## src/rtl/bytecode_decoder.sv

```systemverilog
// rtl/bytecode_decoder.sv - JVM integer bytecode decoder executing on an internal operand stack.
module bytecode_decoder #(
   parameter int DATA_WIDTH  = 32,
   parameter int STACK_DEPTH = 8,
   parameter int PTR_WIDTH   = 4
) (
   input  logic                  clk,
   input  logic                  reset,
   input  logic                  start_for_decoder,
   input  logic [15:0]           data_for_decoder,
   output logic                  ready_from_decoder,
   output logic [DATA_WIDTH-1:0] top_of_stack,
   output logic [PTR_WIDTH-1:0]  stack_depth,
   output logic                  illegal_opcode,
   output logic                  stack_error,
   output logic [15:0]           retired_count
);

   localparam int IDX_W = (STACK_DEPTH > 1) ? $clog2(STACK_DEPTH) : 1;
   localparam logic [PTR_WIDTH-1:0] FULL = PTR_WIDTH'(STACK_DEPTH);

   typedef enum logic [1:0] {S_IDLE, S_EXEC, S_DONE} state_t;

   state_t                r_state;
   logic                  r_ready;
   logic [7:0]            r_opcode;
   logic [7:0]            r_operand;
   logic [DATA_WIDTH-1:0] r_stack [STACK_DEPTH];
   logic [PTR_WIDTH-1:0]  r_depth;
   logic                  r_illegal;
   logic                  r_error;
   logic [15:0]           r_retired;

   logic [PTR_WIDTH-1:0]  w_idx_b;
   logic [PTR_WIDTH-1:0]  w_idx_a;
   logic [DATA_WIDTH-1:0] w_b;
   logic [DATA_WIDTH-1:0] w_a;
   logic                  w_legal;
   logic [1:0]            w_req;
   logic                  w_grow;
   logic                  w_shrink;
   logic                  w_write;
   logic [DATA_WIDTH-1:0] w_result;
   logic                  w_underflow;
   logic                  w_overflow;
   logic [PTR_WIDTH-1:0]  w_new_depth;
   logic [PTR_WIDTH-1:0]  w_wr_idx;

   // b is the current top, a the entry beneath it; values are meaningless when underflowing
   assign w_idx_b = r_depth - PTR_WIDTH'(1);
   assign w_idx_a = r_depth - PTR_WIDTH'(2);
   assign w_b     = r_stack[w_idx_b[IDX_W-1:0]];
   assign w_a     = r_stack[w_idx_a[IDX_W-1:0]];

   always_comb begin
      w_legal  = 1'b1;
      w_req    = 2'd0;
      w_grow   = 1'b0;
      w_shrink = 1'b0;
      w_write  = 1'b0;
      w_result = '0;
      case (r_opcode)
         8'h00: ;
         8'h02: begin
            w_grow   = 1'b1;
            w_write  = 1'b1;
            w_result = '1;
         end
         8'h03, 8'h04, 8'h05, 8'h06, 8'h07, 8'h08: begin
            w_grow   = 1'b1;
            w_write  = 1'b1;
            w_result = DATA_WIDTH'(r_opcode - 8'h03);
         end
         8'h10: begin
            w_grow   = 1'b1;
            w_write  = 1'b1;
            w_result = {{(DATA_WIDTH-8){r_operand[7]}}, r_operand};
         end
         8'h57: begin
            w_req    = 2'd1;
            w_shrink = 1'b1;
         end
         8'h59: begin
            w_req    = 2'd1;
            w_grow   = 1'b1;
            w_write  = 1'b1;
            w_result = w_b;
         end
         8'h60, 8'h64, 8'h68: begin
            w_req    = 2'd2;
            w_shrink = 1'b1;
            w_write  = 1'b1;
            if (r_opcode == 8'h60)
               w_result = w_a + w_b;
            else if (r_opcode == 8'h64)
               w_result = w_a - w_b;
            else
               w_result = w_a * w_b;
         end
         8'h74: begin
            w_req    = 2'd1;
            w_write  = 1'b1;
            w_result = '0 - w_b;
         end
         8'h91: begin
            w_req    = 2'd1;
            w_write  = 1'b1;
            w_result = {{(DATA_WIDTH-8){w_b[7]}}, w_b[7:0]};
         end
         default: w_legal = 1'b0;
      endcase
   end

   assign w_underflow = r_depth < PTR_WIDTH'(w_req);
   assign w_overflow  = w_grow && (r_depth == FULL);
   assign w_new_depth = r_depth + PTR_WIDTH'(w_grow) - PTR_WIDTH'(w_shrink);
   // every writing opcode leaves its result as the new top
   assign w_wr_idx    = w_new_depth - PTR_WIDTH'(1);

   always_ff @(posedge clk or negedge reset) begin
      if (!reset) begin
         r_state   <= S_IDLE;
         r_ready   <= 1'b1;
         r_opcode  <= 8'h00;
         r_operand <= 8'h00;
         r_depth   <= '0;
         r_illegal <= 1'b0;
         r_error   <= 1'b0;
         r_retired <= 16'h0000;
         for (int i = 0; i < STACK_DEPTH; i++)
            r_stack[i] <= '0;
      end else begin
         case (r_state)
            S_IDLE: begin
               if (start_for_decoder) begin
                  r_opcode  <= data_for_decoder[15:8];
                  r_operand <= data_for_decoder[7:0];
                  r_ready   <= 1'b0;
                  r_state   <= S_EXEC;
               end
            end
            S_EXEC: begin
               if (!w_legal)
                  r_illegal <= 1'b1;
               else if (w_underflow || w_overflow)
                  r_error <= 1'b1;
               else begin
                  if (w_write)
                     r_stack[w_wr_idx[IDX_W-1:0]] <= w_result;
                  r_depth   <= w_new_depth;
                  r_retired <= r_retired + 16'd1;
               end
               r_state <= S_DONE;
            end
            S_DONE: begin
               r_ready <= 1'b1;
               r_state <= S_IDLE;
            end
            default: begin
               r_ready <= 1'b1;
               r_state <= S_IDLE;
            end
         endcase
      end
   end

   assign ready_from_decoder = r_ready;
   assign top_of_stack       = (r_depth == '0) ? '0 : w_b;
   assign stack_depth        = r_depth;
   assign illegal_opcode     = r_illegal;
   assign stack_error        = r_error;
   assign retired_count      = r_retired;

endmodule

```

## config.mk

```make
export PLATFORM = sky130hd
export DESIGN_NAME = bytecode_decoder
export DESIGN_NICKNAME = d
export VERILOG_FILES = /design/src/rtl/bytecode_decoder.sv
export SDC_FILE = /design/constraint.sdc
export NUM_CORES = 2
export LEC_CHECK = 0
export ABC_AREA = 1
export CORE_MARGIN = 2
export CORE_UTILIZATION = 55
export CTS_CLUSTER_SIZE = 25
export DETAILED_ROUTE_END_ITERATION = 16
export GPL_ROUTABILITY_DRIVEN = 0
export PLACE_DENSITY = 0.8
export SYNTH_ARGS = -nofsm -noshare
export SYNTH_HDL_FRONTEND = slang
export SYNTH_SLANG_ARGS = --single-unit
```

## constraint.sdc

```tcl
create_clock -name clk -period 11.7 [get_ports clk]
set_input_delay 1.17 -clock clk [delete_from_list [all_inputs] [get_ports clk]]
set_output_delay 1.17 -clock clk [all_outputs]
set_load 0.02 [all_outputs]
```

* Yosys cells after proc, flatten, opt, wreduce, memory -nomap -nowiden
Index checks and enable logic that the tools add are counted.
Cells by class: $add $sub $neg 10, muxes and demuxes 22, $mul 1, reductions and logical operators 19, magnitude comparators 5, bitwise logic cells 6, equality and inequality tests 18
Operators by type and width (number):
- bitwise mux 256 bit | 1
- 2-to-1 mux 32 bit | 8
- one-hot mux 32 bit (7 select lines) | 1
- binary-select mux 32 bit (select 3 bit) | 2
- demux 32 bit (select 3 bit) | 1
- == test 8 x 7 -> 1 bit (second input constant) | 6
- adder 32 bit | 1
- == test 8 x 3 -> 1 bit (second input constant) | 4
- multiplier 32 x 32 -> 32 bit | 1
- subtractor 1 x 32 -> 32 bit (first input constant) | 1
- subtractor 32 bit | 1
- adder 16 x 1 -> 16 bit (second input constant) | 1
- == test 8 x 2 -> 1 bit (second input constant) | 2
- OR reduction 16 bit | 1
- OR reduction 14 bit | 1
- greater-or-equal comparator 4 bit (second input constant) | 3
- NOT 3 -> 4 bit | 3
- OR reduction 9 bit | 1
- subtractor 8 x 2 -> 9 bit (second input constant) | 1
- == test 8 x 4 -> 1 bit (second input constant) | 1
- == test 8 x 5 -> 1 bit (second input constant) | 1
- == test 8 bit (second input constant) | 1
- zero test 8 bit | 1
- one-hot mux 2 bit (2 select lines) | 2
- 23 further kinds | 35
Storage, ports and cells: output and inout port bits 55, word-level logic and storage cells 97, bits in registers 297, bits of input ports 19

* Logic depth before layout (Yosys ltp)
word-level depth 12, depth in mapped cells 56, depth with buffers taken out 49

* Least setup slack after synthesis
Ideal clock, no wire load.
path kind flip-flop to flip-flop, start register r_depth[0] (netlist: stack_depth[0]), end register r_stack[190] in the netlist's numbering, data required time 11.635 ns, setup time 0.065 ns, cell stages (with the launch flop) 46, path buffers 7, slack 2.784 ns, arrival 8.851 ns, clock period less this slack 8.916 ns, path through dfrtp_1 > buf_6 > inv_4 > buf_6 > buf_2 > buf_2 > ha_1 > inv_2 > clkbuf_1 > o211ai_1 > nand2_1 > nand2_1 > nand2_1 > buf_4 > clkinv_1 > clkbuf_1 > nor2_1 > fa_1 > [10 not listed] > fa_1 > ha_1 > nand2_1 > nor2_1 > inv_1 > o21ai_0 > a21oi_1 > o21ai_0 > nand2_1 > nand3_1 > nand2_1 > o21ai_0 > nand2_1 > o21ai_0 > nand2_1 > nand3_4 > nand2_1 > nand2_1
On the way: longest elaborated chain between the ends 10, elaborated cells on any way between the ends 33, those cells by class add/sub: 8; mul: 1; order compare: 3; eq/ne: 1; mux: 12; bitwise: 4; reduce/logical: 4
RTL lines:
- start: declaration | RTL line 29 | logic [PTR_WIDTH-1:0] r_depth;
- start signal: assignment | RTL line 150 | r_depth <= w_new_depth;
- subtractor 3 x 2 -> 3 bit or subtractor 3 x 1 -> 3 bit (tied branches) | RTL line 51, 50
- NOT 3 -> 4 bit (on tied branches) | RTL line 53, 52
- binary-select mux 32 bit (select 3 bit) (on tied branches) | RTL line 53, 52
- 2-to-1 mux 32 bit (on tied branches) (2 in a row) | RTL line 53, 52
- multiplier 32 x 32 -> 32 bit or subtractor 32 bit (tied branches) | RTL line 98, 96
- 2-to-1 mux 32 bit | RTL line 95 | else if (r_opcode == 8'h64)
- 2-to-1 mux 32 bit | RTL line 93 | if (r_opcode == 8'h60)
- one-hot mux 32 bit (7 select lines) | RTL line 62 | case (r_opcode)
- bitwise mux 256 bit | RTL line 149 | r_stack[w_wr_idx[IDX_W-1:0]] <= w_result;
- end signal: indexed assignment | RTL line 149
- end: declaration | RTL line 28 | logic [DATA_WIDTH-1:0] r_stack [STACK_DEPTH];
Several ways; a longest one is shown, not always the timed one. The select of a mux whose other input is x is not followed. A chain may end at the register's enable or synchronous reset.

* Worst setup path after layout
start register r_depth[0] (netlist: stack_depth[0]), end register r_stack[150] in the netlist's numbering
Same word-level chain as after synthesis.

==> results.md <==
- Global-route wire length before repair: 199,000 µm
- Net switching power: 7.50 mW
- Final critical-path required period: about 11 ns
- Worst Skew: 0.0414 ns
- GRT Total Usage: 36.2%
- RSZ-0062 raised after global routing: no
- DRC: 0
- I/O Pins: 74
- Cts repair resizes: 0
- Vias per std cell: 5.98
- Seq cells post-synth: 297
- Placeable core region: between 60,000 and 70,000 µm²
- TritonCTS clock tree: yes
- DR iter-0 viols: a little under 5,000
- Clock root buffer: clkbuf_16
- Setup crit end kind: register
- Crit Path Class: reg2reg
- Starting Density: a little under three fifths
- Detailed placement HPWL: between 90,000 and 100,000 µm
- # Post-CTS Setup Buffers: 0
- Clock power share: 7.6%
- H-tree levels: 1
- Commonest non-fill, non-tap cell in the layout: nand2_1
- Final Hold Viols: 0
- Nets: between 5,000 and 6,000
- CP arrival: 11.60 ns
- Cell variety after synth: 62
- Final setup fails: 0
- Antenna violations before repair: 7
- Critical Path Source Type: register
- Sequential power share: about a tenth
- Mux contribution to synthesized area: 0%
- Final ANT Viol Nets: 0
- Fraction of registers with async set or reset after synthesis: 100%
- Cells after Synth: 5,368
- Clk slew on worst S/H paths: 0.07 ns
- CTS buffer count: 28
- Synth Area in XOR/XNOR: 1.27%
- Clk sink count: between 200 and 300
- Adder-cell share of the synthesized area: 28.4%
- P_leak: ~20 nW
- Area grow syn2layout: 6.18%
- Die width: about 270 µm
- Seq/Total Area, Yosys: 19.6%
- Req. time, crit path: roughly 12 ns
- Largest net degree at the start of global routing: ~240
- Switching Share: 62.6%
- GR Overflow Total: 0
- Die Y: 267 µm
- Largest family of logic cells by synthesized area: adder cells
- Final worst slack: 0.507 ns
- Total length of routed wires: 129,000 µm
- Worst slack, placed: 1.30 ns
- Yosys warning count: 0
- Synth Area in Compound Gates: 13.2%
- Vias in the first global route: 35,400
- Internal Power: between 4 and 5 mW
- # hold bufs at CTS: 0
- Hold crit path type: reg2reg
- Final setup TNS: 0 ns
- Slew Limit Fails: 0
- Max clock buf depth: 3
- Post-Syn Nets: 6,000
- Commonest non-fill, non-tap cells in the layout: 1,497 x nand2_1, 850 x inv_1, 500 x nor2_1
- DR pass1 iterations: 7
- Crit-path most repeated cell: fa_1
- Via count: 37,100
- Clk_lat worst skew: just under 0.6 ns
- Rel. slew slack: 14.4%
- Share of cells above drive strength 1: 5.05%
- Per-cell routed wire length: 20.7 µm
- Post-Syn Area: 37,900 µm²
- Buffers on Ports: 73
- Logic pwr share: 83.0%
- CP max-delay cell: dfrtp_4
- FILL cells: 6,330
- Die Area: 71,000 µm²
- Post-synth EDFFs: 0
- Status: finished, final reports clean
- CP peak stage delay: slightly below 0.9 ns
- Post-synth top flop: dfrtp_1
- Period utilization: a little over nine tenths
- Number of max-cap violations: 0
- Std-Cell Rows: 96
- CP max FO: 73
- Fmax: 89.3 MHz
- Tightest Pin Transition: 1.27 ns
- Post-Synth Simple-Gate Area: 25.7%
- Power Dens Cells: 297 nW/µm²
- Syn avg cell area: around 7 µm²
- Worst vdd ir: approximately 0.00018 V
==> flip-flops by register name (all words and copies together) (netlist names) <==
name,cells
r_opcode,8
ready_from_decoder,1
r_state,2
illegal_opcode,1
stack_error,1
r_operand,8
r_stack,256
stack_depth,4
retired_count,16
==> critical path: cells and delay by family (launching register included) <==
| family | cells | cell delay (ns) |
|---|---|---|
| simple gates | 5 | 0.88 |
| flops | 1 | 0.87 |
| fa+ha+maj | 10 | 4.72 |
| xor+xnor | 1 | 0.25 |
| buf+inv | 6 | 1.40 |
| compound gates | 10 | 2.81 |
==> final timing paths <==
| path | startpoint | endpoint | cells past startpoint | slack (ns) |
|---|---|---|---|---|
| min in group asynchronous | reset | r_stack[24] | 1 | 0.70 |
| max in group asynchronous | reset | stack_depth[1] | 3 | 9.01 |
| max | stack_depth[0] | r_stack[150] | 32 | 0.51 |
| min | illegal_opcode | illegal_opcode | 1 | 0.46 |
| min reg2reg | illegal_opcode | illegal_opcode | 1 | 0.46 |
| max reg2reg | stack_depth[0] | r_stack[150] | 32 | 0.51 |
==> Yosys cell counts (all sizes together) (10+ instances only) <==
master      n  area, µm²
nand2    1514       5730
inv       870       3270
nor2      522       2040
o21ai     484       2580
fa        411       8230
dfrtp     296       7410
a21oi     262       1310
nand3     259       1350
ha        202       2530
buf       131        733
clkbuf    120        450
o211ai     66        500
xor2       34        298
nor3       32        203
xnor2      20        183
clkinv     15       56.3
nand4      15        100
nand3b     14        130
o221ai     13        114
nor4       12       93.8
o2111ai    12        111
o21a       10       75.1
or2        10       62.6
==> routing by layer <==
layer  global-route usage, %  part of all wire [%]  up-vias  routed length, µm
met3                    10.1                    14      646              18400
met4                    20.8                   7.1        6               9120
met2                    54.9                    43     2597              55000
met5                       0                 0.033        -                 43
li1                        -                     -    16600                  -
met1                    46.4                    36    17300              46300
==> through the flow <==
step                      util (%)  hold WS (ns)  power, mW  area, µm²  instances
final                         58.8         0.464       12.0      40300       6213
after global routing          58.8         0.481       12.6      40200       6209
after CTS                     58.8         0.466       11.5      40200       6209
after detailed placement      57.5         0.452       10.5      39300       6158
after global placement        57.5         0.447       10.3      39300       6158
after floorplan                  -         0.449       7.37      37900       5368
==> logic make-up (layout without fill, tap and decap cells) <==
logic type | after synthesis | in the layout
and+or+nand+nor | 2382 | 2382
buffers and inverters | 1136 | 1095
AOI/OAI and AO/OA | 886 | 886
adders and majority gates | 613 | 613
DFF | 297 | 297
xor gates and xnor gates | 54 | 54
other | 0 | 4
==> power groups by stage <==
stage          registers, mW  clock network, mW  logic [mW]
3_5_place_dp            1.14                  0        9.32
3_3_place_gp            1.14                  0        9.19
6_report                1.12              0.914        9.93
5_1_grt                 1.13              0.960        10.5
2_1_floorplan           1.12                  0        6.25
4_1_cts                 1.12              0.920        9.43
==> cell type report <==
class	instances	area (µm²)	share of cell area [%]
Multi-Input combinational cell	3935	26100	64.8
Sequential cell	297	7440	18.5
Inverter	885	3330	8.26
Timing Repair Buffer	159	1410	3.49
Tap cell	882	1100	2.74
Clock buffer	40	806	2.00
Clock inverter	11	96.3	0.239
Antenna cell	4	10.0	0.0249
Power figures use the tool's default switching activity.
